===== config.mk =====
export PLATFORM = sky130hd
export DESIGN_NAME = funct_fact
export DESIGN_NICKNAME = d
export VERILOG_FILES = /design/src/rtl/funct_fact.sv
export SDC_FILE = /design/constraint.sdc
export NUM_CORES = 1
export LEC_CHECK = 0
export CORE_UTILIZATION = 40
export DETAILED_ROUTE_END_ITERATION = 12
export GPL_ROUTABILITY_DRIVEN = 0
export PLACE_DENSITY = 0.78
export SETUP_SLACK_MARGIN = 0.1
export SYNTH_ARGS = -nofsm -noshare
export SYNTH_HDL_FRONTEND = slang
export SYNTH_SLANG_ARGS = --single-unit
export TNS_END_PERCENT = 1

===== constraint.sdc =====
create_clock -name clk -period 2 [get_ports clk]
set_clock_uncertainty 0.2 [all_clocks]
set_input_delay 0.4 -clock clk [delete_from_list [all_inputs] [get_ports clk]]
set_output_delay 0.4 -clock clk [all_outputs]
set_load 0.005 [all_outputs]

===== src/rtl/funct_fact.sv =====
// Registered factorial unit: result = n! mod 2**RESULT_W, one operand per cycle, 1-cycle latency.
// Optional build macro FUNCT_FACT_SAT_EN adds the ovf port and saturates result to all ones when n! overflows.
module funct_fact #(
  parameter int N_W      = 4,
  parameter int RESULT_W = 32
) (
  input  logic                clk,
  input  logic                reset,
  input  logic [N_W-1:0]      n,
  output logic [RESULT_W-1:0] result
`ifdef FUNCT_FACT_SAT_EN
  ,
  output logic                ovf
`endif
);

  typedef struct packed {
    logic                ovf;
    logic [RESULT_W-1:0] val;
  } fact_t;

  localparam int ROM_DEPTH = 2 ** N_W;

  // Truncated product chain; the overflow flag is sticky once any partial
  // product spills past RESULT_W bits, so it marks fact(k) >= 2**RESULT_W.
  function automatic fact_t fact_calc(input int k);
    fact_t                 r;
    logic [2*RESULT_W-1:0] prod;
    r.ovf = 1'b0;
    r.val = RESULT_W'(1);
    for (int i = 2; i <= k; i++) begin
      prod  = {{RESULT_W{1'b0}}, r.val} * (2*RESULT_W)'(i);
      r.val = prod[RESULT_W-1:0];
      r.ovf = r.ovf | (|prod[2*RESULT_W-1:RESULT_W]);
    end
    return r;
  endfunction

  // NOTE: the table is pure constants folded at elaboration; it has no state,
  // so it needs no reset -- only the output registers do.
  fact_t rom [ROM_DEPTH];

  for (genvar g = 0; g < ROM_DEPTH; g++) begin : g_rom
    assign rom[g] = fact_calc(g);
  end

  fact_t               entry;
  logic [RESULT_W-1:0] result_d, result_q;

`ifdef FUNCT_FACT_SAT_EN
  logic ovf_d, ovf_q;

  always_comb begin
    entry    = rom[n];
    result_d = entry.val;
    ovf_d    = entry.ovf;
    if (entry.ovf) begin
      result_d = '1;
    end
  end

  always_ff @(posedge clk or posedge reset) begin
    if (reset) begin
      result_q <= '0;
      ovf_q    <= 1'b0;
    end else begin
      result_q <= result_d;
      ovf_q    <= ovf_d;
    end
  end

  assign ovf = ovf_q;
`else
  logic unused_ovf;

  always_comb begin
    entry    = rom[n];
    result_d = entry.val;
  end

  assign unused_ovf = entry.ovf;

  // NOTE: state registers use non-blocking assignments so every flop samples
  // the pre-edge values regardless of process ordering.
  always_ff @(posedge clk or posedge reset) begin
    if (reset) begin
      result_q <= '0;
    end else begin
      result_q <= result_d;
    end
  end
`endif

  assign result = result_q;

endmodule


# After elaboration in Yosys (flattened, before gate mapping)
# Memories as Yosys holds them, arrays and structs flattened. A register that Yosys moved wholly into a read port is not among the register bits.
# Index checks and enable logic that the tools add are counted.
dict set report word_totals {
  word_cells 2
  out_inout_bits 32
  memories 1
  regBits 0
  mem_bits_ro 528
  in_bits 6
}
# name depth width read_ports rd_ports_with_merged_regs write_ports line_no
set mem_list {}
lappend mem_list {{(name not given)} 16 33 1 1 0 77} ;# entry = rom[n];
dict set report classes {
  bitwise_logic 1
}
# op count
set op_table {}
lappend op_table {{NOT 4 -> 5 bit} 1}

# Depth between registers and ports, before layout
dict set report logic_depth {
  word_depth 1
  ltp_mapped 4
  depth_no_buf 4
}

# Least setup slack after synthesis
# OpenSTA, ideal clock, no wires.
dict set report synth_path {
  path_type {input -> register}
  start {input n[1]}
  end {register result_q[12] (netlist: result[12])}
  t_arrival_ns 1.080
  setup_time_ns 0.121
  path_buffers 0
  required_time_ns 1.679
  slack_ns 0.599
  path_stages 4
  path_cell_list {inv_1 > ha_1 > mux2i_1 > a22o_1}
}
dict set report synth_via {
  elab_chain_len 1
}
# item line_no
set synth_lines {}
lappend synth_lines {{from (decl)} 9} ;# input logic [N_W-1:0] n,
lappend synth_lines {{NOT 4 -> 5 bit (implied by the code)} 77}
lappend synth_lines {{to (decl)} 48} ;# logic [RESULT_W-1:0] result_d, result_q;
# No other way between the ends.

==> metrics.md <==
| Metric | Value |
|---|---|
| H-tree Lvls | `1` |
| Total of max-cap violations | `0` |
| Critical path peak fanout | `2` |
| IO Count | `38` |
| Post-Syn Area | `0.00113 mm2` |
| Ys Warns | `0` |
| Post-synthesis instance total | `90` |
| Critical path, cell by cell | `clkdlybuf4s50_1` |
| Layout Nets | `between 100 and 150` |
| Antenna cells | `0` |
| Vias | `approximately 750` |
| Die X-Extent | `between 50 and 60 um` |
| Antenna violations before repair | `0` |
| Rows | `18` |
| Most frequent cells in the layout | `36 x clkdlybuf4s50_1, 28 x dfrtp_1, 10 x buf_4` |
| Drt via density | `~4.6` |
| Main area contributors after synthesis | `dfrtp_1 62%, ha_1 7.7%, buf_4 4.0%` |
| Initial Util | `between 40 and 50%` |
| Max VDD drop | `roughly 400 uV` |
| Layout cells sized above 1 | `12.9%` |
| DIE AREA | `around 0.0030 mm2` |
| Fin. Hold Viols | `0` |
| Hold Path Class | `in -> async` |
| CP Data Required Time | `~1.4 ns` |
| Final min period | `between 1.5 and 2 ns` |
| Post-synth net total | `103` |
| Leak pwr | `approximately 0.77 nW` |
| Synth top area share | `between 60% and 70%` |
| CTS buffer count | `3` |
| Total Wirelength | `2.01 mm` |
| Commonest non-fill, non-tap cell in the layout | `clkdlybuf4s50_1` |
| Final WS setup | `about 0.21 ns` |
| Vias in the first global route | `~750` |
| Dpl cell area | `0.00154 mm2` |
| Status | `completed` |
| Pin count of the biggest net entering global routing | `29` |
| Root buf cell | `clkbuf_4` |
| Cell family with most CP delay | `buffers and inverters` |
| Period utilization | `89.5%` |
| Final Setup Violations | `0` |
| WP buf/inv | `1` |
| Clk slew on worst S/H paths | `around 0.14 ns` |
| Slew Limit Fails | `0` |
| Post-route cell area | `0.00158 mm2` |
| Hold-fix buffers, CTS | `0` |
| Slowest CP cell | `clkdlybuf4s50_1` |
| CP Capture Type | `output pin` |
| Core Region | `roughly 0.0026 mm2` |
| RSZ-0062 raised after global routing | `false` |
| Power per cell area | `approximately 660 mW/mm2` |
| Setup crit start kind | `register` |
| Chip Height | `approximately 55 um` |
| Cell taking the most area after synthesis | `dfrtp_1` |
| Crit. path cell count | `1` |
| DRT antenna net count | `0` |
| Setup TNS | `0 ns` |
| Max incr delay on CP | `around 0.50 ns` |
| Layout area overhead | `39.6%` |
| Largest register FFs | `28` |
| DRT Pass-1 Iters | `3` |
| Post-DP HPWL | `about 1.5 mm` |
| CTS tree | `yes` |
| Unique masters post-synth | `25` |
| Sink Count | `28` |
| Max frequency | `approximately 560 MHz` |
| Fillers | `around 220` |
| Initial DRC Count | `11` |
| Worst Path Arrival | `roughly 1.2 ns` |
| First-pass GRT wire length | `between 3 and 4 mm` |
| Total gr overflow | `0` |
| Seq cells post-synth | `28` |
| Routed wire per std cell | `roughly 12 um` |
| Number of remaining DRC errors | `0` |
| # port buffers | `36` |
| Post-synthesis sequential area ratio | `61.9%` |
| PostCTS Resize Cnt | `0` |
| Post-CTS Setup Repair Bufs | `0` |
| Post-Syn Area per Cell | `around 13 um2` |
| Clk buf depth | `2` |
| Tot GR Track Use | `between 15 and 20%` |
| Worst Setup Path Type | `reg -> out` |
| Pre-CTS WS | `0.0652 ns` |
-- cells in the mapped netlist --
cell type / count
a21boi_0: 1
nor2_1: 8
mux2i_1: 1
conb_1: 1
nor2b_4: 1
nand2_2: 1
buf_6: 1
buf_2: 1
a21boi_1: 2
inv_1: 4
and2_1: 6
nand2b_1: 4
nor3_1: 3
nand2_1: 3
o21ai_0: 1
and3_1: 3
xor2_1: 1
nor2b_1: 2
o211a_1: 1
buf_4: 6
ha_1: 7
mux2_2: 1
dfrtp_1: 28
a21o_1: 1
a22o_1: 2
-- final cells by class --
| type | instances | area (um2) | share of cell area (%) |
|---|---|---|---|
| sequential | 28 | 701 | 44.4 |
| timing repair buffer | 46 | 435 | 27.6 |
| multi-input combinational | 50 | 354 | 22.4 |
| tap | 30 | 37.5 | 2.38 |
| inverter | 4 | 15.0 | 0.951 |
| clock buffer | 4 | 36.3 | 2.30 |
-- cell families (layout without fill, tap and decap cells) --
logic type	count (synthesis)	count (layout)	synth area share, %
buffers and inverters	12	54	6.75
multiplexers	2	2	1.88
AO/OA/AOI/OAI	8	8	5.53
AND/OR/NAND/NOR	31	31	15.0
flip-flops	28	28	61.9
other	1	1	0.332
adder cells (fa/ha/maj)	7	7	7.74
XOR/XNOR	1	1	0.774
-- worst max path at each step --
stage | slack, ns | to | startpoint
6_report | 0.21 | result[17] | result[20]
4_1_cts | 0.19 | result[24] | result[29]
3_3_place_gp | 0.09 | result[18] | n[0]
3_5_place_dp | 0.07 | result[12] | n[1]
5_1_grt | 0.12 | result[24] | result[29]
2_1_floorplan | 0.60 | result[12] | n[1]
-- report_power, final --
part           total, mW  switching [mW]  internal (mW)
combinational      0.176          0.0723          0.103
sequential         0.604         0.00856          0.596
clock              0.264           0.153          0.111
-- through the flow --
step,hold WS [ns],power (mW),util [%],std cells
3_5_place_dp,0.587,0.793,60.1,158
4_1_cts,0.235,1.06,61.5,162
3_3_place_gp,0.581,0.789,60.1,158
5_1_grt,0.281,1.10,61.5,162
6_report,0.225,1.04,61.5,162
2_1_floorplan,0.265,0.693,-,90
-- metal layers --
layer  track usage, %  part of all wire, %
met1             18.0                   41
met2             27.3                   51
met3             3.01                  6.5
met4             8.75                  1.8
met5                0                    0
Power figures use the tool's default switching activity.
